`src/rtl/jbi_sc2_req_sched.sv`:
```
// JBI-to-L2 bank 2 request scheduler: round-robin read/write arbitration,
// header/data serialisation onto the 32-bit sctag request bus, IQ/WIB credit tracking.
module jbi_sc2_req_sched #(
    parameter int IQ_CREDITS  = 16,
    parameter int WIB_CREDITS = 4,
    parameter int WR_BEATS    = 16
) (
    input  logic        rclk,
    input  logic        rst,
    input  logic        rd_req_vld,
    input  logic [63:0] rd_req_hdr,
    output logic        rd_req_ack,
    input  logic        wr_req_vld,
    input  logic [63:0] wr_req_hdr,
    output logic        wr_req_ack,
    output logic        wr_data_rd,
    input  logic [31:0] wr_data,
    output logic [31:0] jbi_sctag_req,
    output logic        jbi_sctag_req_vld,
    input  logic        sctag_jbi_iq_dequeue,
    input  logic        sctag_jbi_wib_dequeue,
    output logic [4:0]  iq_credit_cnt,
    output logic [2:0]  wib_credit_cnt,
    output logic        credit_err
);

    typedef enum logic [1:0] {S_IDLE, S_H0, S_H1, S_DAT} state_t;

    localparam logic [4:0] LAST_BEAT = 5'(WR_BEATS - 1);
    localparam logic [4:0] IQ_MAX    = 5'(IQ_CREDITS);
    localparam logic [2:0] WIB_MAX   = 3'(WIB_CREDITS);

    state_t      r_state;
    logic        r_isWr;
    logic        r_lastWr;
    logic [4:0]  r_beatCnt;
    logic [63:0] r_hdr;
    logic [31:0] r_req;
    logic        r_reqVld;
    logic [4:0]  r_iqCnt;
    logic [2:0]  r_wibCnt;
    logic        r_creditErr;

    logic        w_lastBeat;
    logic        w_arbPt;
    logic        w_rdElig;
    logic        w_wrElig;
    logic        w_grantRd;
    logic        w_grantWr;
    logic        w_grant;
    logic [63:0] w_grantHdr;
    logic [4:0]  w_iqNext;
    logic [2:0]  w_wibNext;
    logic        w_iqOvf;
    logic        w_wibOvf;

    assign w_lastBeat = (r_beatCnt == LAST_BEAT);
    assign w_arbPt    = (r_state == S_IDLE) ||
                        (r_state == S_H1 && !r_isWr) ||
                        (r_state == S_DAT && w_lastBeat);

    // Eligibility looks at the pre-update counts, so a returned credit is usable one cycle later.
    assign w_rdElig   = rd_req_vld && (r_iqCnt != 5'd0);
    assign w_wrElig   = wr_req_vld && (r_iqCnt != 5'd0) && (r_wibCnt != 3'd0);
    assign w_grantRd  = w_arbPt && w_rdElig && (!w_wrElig || r_lastWr);
    assign w_grantWr  = w_arbPt && w_wrElig && (!w_rdElig || !r_lastWr);
    assign w_grant    = w_grantRd || w_grantWr;
    assign w_grantHdr = w_grantWr ? wr_req_hdr : rd_req_hdr;

    always_comb begin
        w_iqNext = r_iqCnt;
        w_iqOvf  = 1'b0;
        if (w_grant && !sctag_jbi_iq_dequeue) begin
            w_iqNext = r_iqCnt - 5'd1;
        end else if (!w_grant && sctag_jbi_iq_dequeue) begin
            if (r_iqCnt == IQ_MAX) w_iqOvf = 1'b1;
            else                   w_iqNext = r_iqCnt + 5'd1;
        end
    end

    always_comb begin
        w_wibNext = r_wibCnt;
        w_wibOvf  = 1'b0;
        if (w_grantWr && !sctag_jbi_wib_dequeue) begin
            w_wibNext = r_wibCnt - 3'd1;
        end else if (!w_grantWr && sctag_jbi_wib_dequeue) begin
            if (r_wibCnt == WIB_MAX) w_wibOvf = 1'b1;
            else                     w_wibNext = r_wibCnt + 3'd1;
        end
    end

    always_ff @(posedge rclk) begin
        if (rst) begin
            r_state     <= S_IDLE;
            r_isWr      <= 1'b0;
            r_lastWr    <= 1'b1;
            r_beatCnt   <= 5'd0;
            r_hdr       <= 64'd0;
            r_req       <= 32'd0;
            r_reqVld    <= 1'b0;
            r_iqCnt     <= IQ_MAX;
            r_wibCnt    <= WIB_MAX;
            r_creditErr <= 1'b0;
        end else begin
            r_iqCnt     <= w_iqNext;
            r_wibCnt    <= w_wibNext;
            r_creditErr <= r_creditErr || w_iqOvf || w_wibOvf;
            if (w_arbPt) begin
                if (w_grant) begin
                    r_state  <= S_H0;
                    r_hdr    <= w_grantHdr;
                    r_isWr   <= w_grantWr;
                    r_lastWr <= w_grantWr;
                    r_req    <= w_grantHdr[63:32];
                    r_reqVld <= 1'b1;
                end else begin
                    r_state  <= S_IDLE;
                    r_req    <= 32'd0;
                    r_reqVld <= 1'b0;
                end
            end else begin
                // Non-arbitration H1 is always a write, so it falls into the data phase.
                case (r_state)
                    S_H0: begin
                        r_state  <= S_H1;
                        r_req    <= r_hdr[31:0];
                        r_reqVld <= 1'b0;
                    end
                    S_H1: begin
                        r_state   <= S_DAT;
                        r_beatCnt <= 5'd0;
                        r_req     <= wr_data;
                        r_reqVld  <= 1'b0;
                    end
                    S_DAT: begin
                        r_beatCnt <= r_beatCnt + 5'd1;
                        r_req     <= wr_data;
                        r_reqVld  <= 1'b0;
                    end
                    default: begin
                        r_state  <= S_IDLE;
                        r_req    <= 32'd0;
                        r_reqVld <= 1'b0;
                    end
                endcase
            end
        end
    end

    assign rd_req_ack        = w_grantRd;
    assign wr_req_ack        = w_grantWr;
    assign wr_data_rd        = (r_state == S_H1 && r_isWr) || (r_state == S_DAT && !w_lastBeat);
    assign jbi_sctag_req     = r_req;
    assign jbi_sctag_req_vld = r_reqVld;
    assign iq_credit_cnt     = r_iqCnt;
    assign wib_credit_cnt    = r_wibCnt;
    assign credit_err        = r_creditErr;

endmodule

```
`config.mk`:
```
export PLATFORM = sky130hd
export DESIGN_NAME = jbi_sc2_req_sched
export DESIGN_NICKNAME = d
export VERILOG_FILES = /design/src/rtl/jbi_sc2_req_sched.sv
export SDC_FILE = /design/constraint.sdc
export NUM_CORES = 1
export LEC_CHECK = 0
export CAP_MARGIN = 15
export CORE_UTILIZATION = 30
export CTS_BUF_LIST = sky130_fd_sc_hd__clkbuf_8
export DETAILED_ROUTE_END_ITERATION = 10
export GPL_TIMING_DRIVEN = 0
export HOLD_SLACK_MARGIN = 0.15
export PLACE_DENSITY = 0.58
export SLEW_MARGIN = 25
export SYNTH_ARGS = -nofsm -noshare
export SYNTH_HDL_FRONTEND = slang
export SYNTH_SLANG_ARGS = --single-unit
```
`constraint.sdc`:
```
create_clock -name rclk -period 3.4 [get_ports rclk]
set_input_delay 0.68 -clock rclk [delete_from_list [all_inputs] [get_ports rclk]]
set_output_delay 0.68 -clock rclk [all_outputs]
set_load 0.02 [all_outputs]
```
==> results of run 1 <==
==> critical path, cell delays in order (launching register included) <==
cell	delay (ns)
dfxtp_1	0.34
clkbuf_4	0.21
inv_2	0.10
ha_2	0.22
inv_1	0.09
a32oi_4	0.29
buf_12	0.15
nand2_4	0.07
inv_6	0.10
buf_12	0.15
ha_2	0.20
buf_6	0.13
xor2_1	0.07
ha_1	0.21
a211o_1	0.30
a211oi_2	0.22
o21ai_1	0.12
mux2i_1	0.15
==> logic make-up (layout without fill, tap and decap cells) <==
logic type               after synthesis  count (layout)  synth area share
AO/OA/AOI/OAI                        166             166            0.2865
XOR/XNOR                               4               4          0.007882
adder cells (fa/ha/maj)               15              15           0.04391
buffers and inverters                 57             287           0.06811
flip-flops                            83              83            0.3738
multiplexers                          66              66            0.1486
AND/OR/NAND/NOR                       51              51           0.07122
==> layout by cell type (no fill, tap or decap), types with 4 or more instances in the layout <==
| cell | n |
|---|---|
| inv_1 | 13 |
| clkbuf_8 | 9 |
| nand2_1 | 7 |
| dfxtp_1 | 81 |
| a21oi_1 | 44 |
| nand2b_1 | 6 |
| buf_6 | 9 |
| buf_2 | 12 |
| mux2i_1 | 66 |
| o22ai_1 | 32 |
| ha_1 | 10 |
| buf_4 | 6 |
| nor2_1 | 8 |
| ha_2 | 4 |
| a211oi_2 | 30 |
| a22oi_1 | 33 |
| clkdlybuf4s50_1 | 208 |
| nor3_1 | 5 |
| clkbuf_1 | 14 |
==> registers in the layout, indices dropped and copies added (netlist names) <==
| signal | flops |
|---|---|
| r_beatCnt | 5 |
| credit_err | 1 |
| r_isWr | 1 |
| jbi_sctag_req | 32 |
| wib_credit_cnt | 3 |
| r_lastWr | 1 |
| r_hdr | 32 |
| r_state | 2 |
| iq_credit_cnt | 5 |
| jbi_sctag_req_vld | 1 |
==> metrics by stage <==
step	total power (W)	instances	worst slack, ns
after floorplan	0.002339	442	0.3241
after global placement	0.002954	836	-0.2132
after detailed placement	0.002989	836	-0.3026
after CTS	0.003813	855	0.001172
after global routing	0.004029	856	-0.000001554
final	0.003804	856	0.1469
==> how the worst min path moves through the flow <==
stage | slack (ns) | to | depth (start not counted)
floorplan | 0.43 | r_beatCnt[4] | 2
global placement | 0.44 | r_beatCnt[4] | 2
detailed placement | 0.45 | r_beatCnt[4] | 2
CTS | 0.46 | r_beatCnt[4] | 2
global route | 0.48 | r_beatCnt[4] | 2
finish | 0.46 | r_beatCnt[4] | 2
==> area by class of cell <==
cell class,instances,area [µm²]
tap,184,230.2
inverter,17,68.82
clock buffer,9,123.9
multi-input combinational,302,2496
timing repair buffer,214,2150
clock inverter,7,75.07
fill,1369,7405
sequential,83,1667
buffer,40,264.0
==> metal layers <==
metal,track usage,routed length (µm)
met1,0.2414,6581
met2,0.3191,6946
met3,0.04212,1112
met4,0.06476,155
met5,0,0
==> what timing repair did <==
| action | in CTS | in global routing |
|---|---|---|
| buffers inserted | 3 | 1 |
| hold endpoints to repair | 0 | 0 |
| resized for setup | 10 | 11 |
| pin swaps | 1 | 1 |
| endpoints found under the setup margin | 5 | 5 |
| hold buffers | 0 | 0 |
==> power by group <==
part | internal (W) | total, W | switching, W | leakage, nW
clock | 0.000343 | 0.000745 | 0.000402 | 0.0923
combinational | 0.000860 | 0.00176 | 0.000902 | 2.02
sequential | 0.00117 | 0.00130 | 0.000123 | 0.686
==> results.json, run 1 <==
{
  "status": "completed",
  "drtIter0Drc": 266,
  "synth_top_area_frac": 0.3738,
  "clock_path_buffers": 2,
  "synth_cell_types": 56,
  "antenna_cells": 0,
  "die_y_um": 123.7,
  "clock_latency_ns": 0.38,
  "setup_tns_ns": 0,
  "ys_top_cells_by_count": "83 x dfxtp_1, 66 x mux2i_1, 44 x a21oi_1",
  "worst_pin_slew_ns": 0.7512,
  "relSlewSlack": 0.4922,
  "reg2reg_depth": 17,
  "cts_tree": "yes",
  "placed_area_um2": 6778,
  "arrival_ns": 3.52,
  "numCtsBuffers": 9,
  "yosysMostFrequentCell": "dfxtp_1",
  "core_area_um2": 14480,
  "routed_wirelength_um": 14800,
  "period_minus_slack_ns": 3.253,
  "leakage_nw": 2.794,
  "avgSynthCellArea_um2": 10.06,
  "grt_pass1_wl_um": 21960,
  "vias": 4324,
  "r2r-end": "iq_credit_cnt[4]",
  "setup.worst_path.start": "r_state[1]",
  "final_util": 0.4886,
  "start_kind": "flop",
  "viasPerCell": 5.051,
  "overflow": 0,
  "synth_ff_type": "dfxtp_1",
  "post-dp-hpwl_um": 11410,
  "drv_slew": 0,
  "drt_pass1_iterations": 4,
  "synth_top_area_cell": "dfxtp_1",
  "ys_top_cells_by_area": "dfxtp_1 37%, mux2i_1 15%, a211oi_2 8.2%, a22oi_1 5.6%, a21oi_1 5.0%",
  "rr_startpoint": "r_state[1]",
  "grt_pass1_vias": 4327,
  "synthArstFlopShare": 0,
  "clk_pin_slew_ns": 0.09,
  "fin_crit_sh": 0.9568,
  "antenna_found_initial": 0,
  "r2r_slack_ns": 0.15,
  "drtAntennaViolNets": 0,
  "row_count": 44,
  "hp-start": "r_beatCnt[4]",
  "ys_seq_area_frac": 0.3738,
  "finalSetupViolations": 0,
  "stdcell_area_um2": 7074,
  "ys_warn_count": 0,
  "hold_viol": 0,
  "grt_max_degree": 16,
  "synthCells": 442,
  "gp_congestion": 0.7556,
  "critPathCaptureType": "flop",
  "worstPathRequired_ns": 3.67,
  "synth_edf_count": 0,
  "die_area_um2": 15310,
  "hp-class": "reg -> reg",
  "crit_fanout": 11,
  "ir_worst_vdd_mv": 0.3400,
  "synth_area_um2": 4446,
  "fin_skew_ns": 0.01262,
  "drive_above_1_share": 0.1399,
  "synth-seq-cells": 83,
  "die_w_um": 123.7,
  "final_nets": 848,
  "max_cap_viol_count": 0,
  "powerDensity_nw_per_um2": 537.7,
  "post_drt_wl_per_cell_um": 17.28,
  "crit_end": "iq_credit_cnt[4]",
  "clock_sinks": 83,
  "timing_worst_setup_path_type": "reg -> reg",
  "area_growth_pct": 59.13,
  "drc": 0,
  "timing.hold.ws_ns": 0.4564,
  "port_buffers": 210,
  "cts_root_buf": "clkbuf_8",
  "max_freq_mhz": 307.4,
  "globalRouteTotalUtil": 0.1910,
  "syn_nets": 623,
  "h-tree-depth": 3,
  "ios": 211,
  "start_util": 0.3070
}
(Power assumes the default switching activity.)
==> inputs of run 2 (changes only) <==
--- a/config.mk
+++ b/config.mk
@@ -6,6 +6,7 @@
 export NUM_CORES = 1
 export LEC_CHECK = 0
 export CAP_MARGIN = 15
+export CORE_ASPECT_RATIO = 0.6
 export CORE_UTILIZATION = 30
 export CTS_BUF_LIST = sky130_fd_sc_hd__clkbuf_8
 export DETAILED_ROUTE_END_ITERATION = 10
==> constraint.sdc (replaced) <==
create_clock -name rclk -period 3.4 [get_ports rclk]
set_input_delay 0.51 -clock rclk [delete_from_list [all_inputs] [get_ports rclk]]
set_output_delay 0.51 -clock rclk [all_outputs]
set_load 0.02 [all_outputs]
==> run 2 against run 1 <==
  * Critical path type is now reg -> out
  * Flip-flop and latch count is the same
  * First-iteration DRC count shrank 6.8%
  * Highest routed layer unchanged
  * Final area grew 0.21%
  * Worst setup slack lost 0.032 ns
  * Critical endpoint is now wr_req_ack
  * Routed wire length grew 8.5%
==> results.json, run 2 (synthesis gave the netlist of run 1 again) <==
{
  "slowest_stage": "clkdlybuf4s50_1",
  "layout_commonest_cell": "clkdlybuf4s50_1",
  "cp.buffers_inverters": 4,
  "start_util": 0.3074,
  "post-dp-hpwl_um": 12550,
  "gp_congestion": 0.8485,
  "numCtsBuffers": 9,
  "timing_worst_setup_path_type": "reg -> out",
  "cts_tree": "yes",
  "antenna_found_initial": 0,
  "hold_viol": 0,
  "clock_path_buffers": 2,
  "hp-class": "reg -> reg",
  "placed_area_um2": 6795,
  "cp_cell_sequence": "ha_2 > and3_1 > ha_2 > nand2_2 > a32oi_4 > buf_4 > buf_4 > nand2b_1 > inv_2 > clkdlybuf4s50_1",
  "drt_pass1_iterations": 5,
  "clock_sinks": 83,
  "start_kind": "flop",
  "cts_hold_buf": 0,
  "power_w": 0.003910,
  "clock_latency_ns": 0.36,
  "cts_root_buf": "clkbuf_8",
  "dpl.cell_count": 850,
  "drive_above_1_share": 0.1328,
  "overflow": 0,
  "ir_worst_vdd_mv": 0.2289,
  "powerDensity_nw_per_um2": 551.6,
  "worstPathRequired_ns": 2.89,
  "drtIter0Drc": 248,
  "stdcell_area_um2": 7089,
  "layout.cells.non_filler": 868,
  "crit_fanout": 4,
  "fin_crit_sh": 0.9661,
  "status": "completed",
  "max_freq_mhz": 304.4,
  "max_cap_viol_count": 0,
  "timing.hold.ws_ns": 0.4556,
  "routed_wirelength_um": 16060,
  "fin_skew_ns": 0.01207,
  "relSlewSlack": 0.4986,
  "drv_slew": 0,
  "row_count": 34,
  "post_drt_wl_per_cell_um": 18.50,
  "leakage_nw": 2.774,
  "grt_pass1_vias": 4365,
  "period_minus_slack_ns": 3.285,
  "ios": 211,
  "layout_common_cells": "210 x clkdlybuf4s50_1, 81 x dfxtp_1, 66 x mux2i_1",
  "drc": 0,
  "worst_pin_slew_ns": 0.7416,
  "arrival_ns": 2.77,
  "antenna_cells": 0,
  "critPathCaptureType": "output pin",
  "h-tree-depth": 3,
  "die_y_um": 96.29,
  "vias": 4417,
  "max_stage_delay_ns": 0.61,
  "viasPerCell": 5.089,
  "die_w_um": 159.2,
  "drtAntennaViolNets": 0,
  "die_area_um2": 15330,
  "final_nets": 847,
  "clk_pin_slew_ns": 0.09,
  "grt_pass1_wl_um": 23950,
  "area_growth_pct": 59.47,
  "port_buffers": 210,
  "path_delay_family": "buffers and inverters",
  "core_area_um2": 14460,
  "finalSetupViolations": 0,
  "globalRouteTotalUtil": 0.2053,
  "grt_max_degree": 15
}
-- run 2: worst min-delay path, stage by stage (launching register included) --
cell and delay, ns:
dfxtp_1 0.32, nand2_1 0.05, a21oi_1 0.05
-- run 2: layout make-up --
class	count	area, µm²
clock inverter	6	115.1
buffer	39	236.5
fill	1370	7375
tap	198	247.7
sequential	83	1667
multi-input combinational	302	2499
clock buffer	9	123.9
inverter	17	68.82
timing repair buffer	214	2132
-- run 2: power breakdown --
| part | total (W) | switching [W] | internal, W |
|---|---|---|---|
| combinational | 0.00174 | 0.000916 | 0.000824 |
| clock | 0.000871 | 0.000384 | 0.000487 |
| sequential | 0.00130 | 0.000125 | 0.00117 |
-- run 2: what timing repair did --
item                                    CTS  global route
buffers inserted                          2             2
pin swaps                                 1             2
endpoints found under the setup margin    7             7
resized for setup                         5            10
-- run 2: routing by layer --
metal | wire (µm) | global-route usage | vias up
li1 | - | - | 2130
met4 | 131 | 0.04808 | 0
met5 | 0 | 0 | -
met1 | 7865 | 0.2768 | 2091
met2 | 6872 | 0.3227 | 187
met3 | 1188 | 0.06032 | 9
-- run 2: path summary, 6_finish.rpt --
| kind | startpoint | endpoint | slack (ns) | depth (start not counted) |
|---|---|---|---|---|
| worst min register to register | r_beatCnt[4] | r_beatCnt[4] | 0.46 | 2 |
| worst max-delay path | r_beatCnt[1] | wr_req_ack | 0.12 | 10 |
| worst min-delay path | r_beatCnt[4] | r_beatCnt[4] | 0.46 | 2 |
| worst max register to register | r_beatCnt[1] | iq_credit_cnt[4] | 0.21 | 15 |
-- run 2: through the flow --
stage,TNS (ns),util,setup slack [ns]
after floorplan,0,-,0.3241
after detailed placement,-0.5619,0.4698,-0.3080
final,0,0.4901,0.1154
after global placement,-0.4163,0.4698,-0.2722
after CTS,0,0.4881,0.009671
after global routing,-0.002397,0.4901,-0.002397
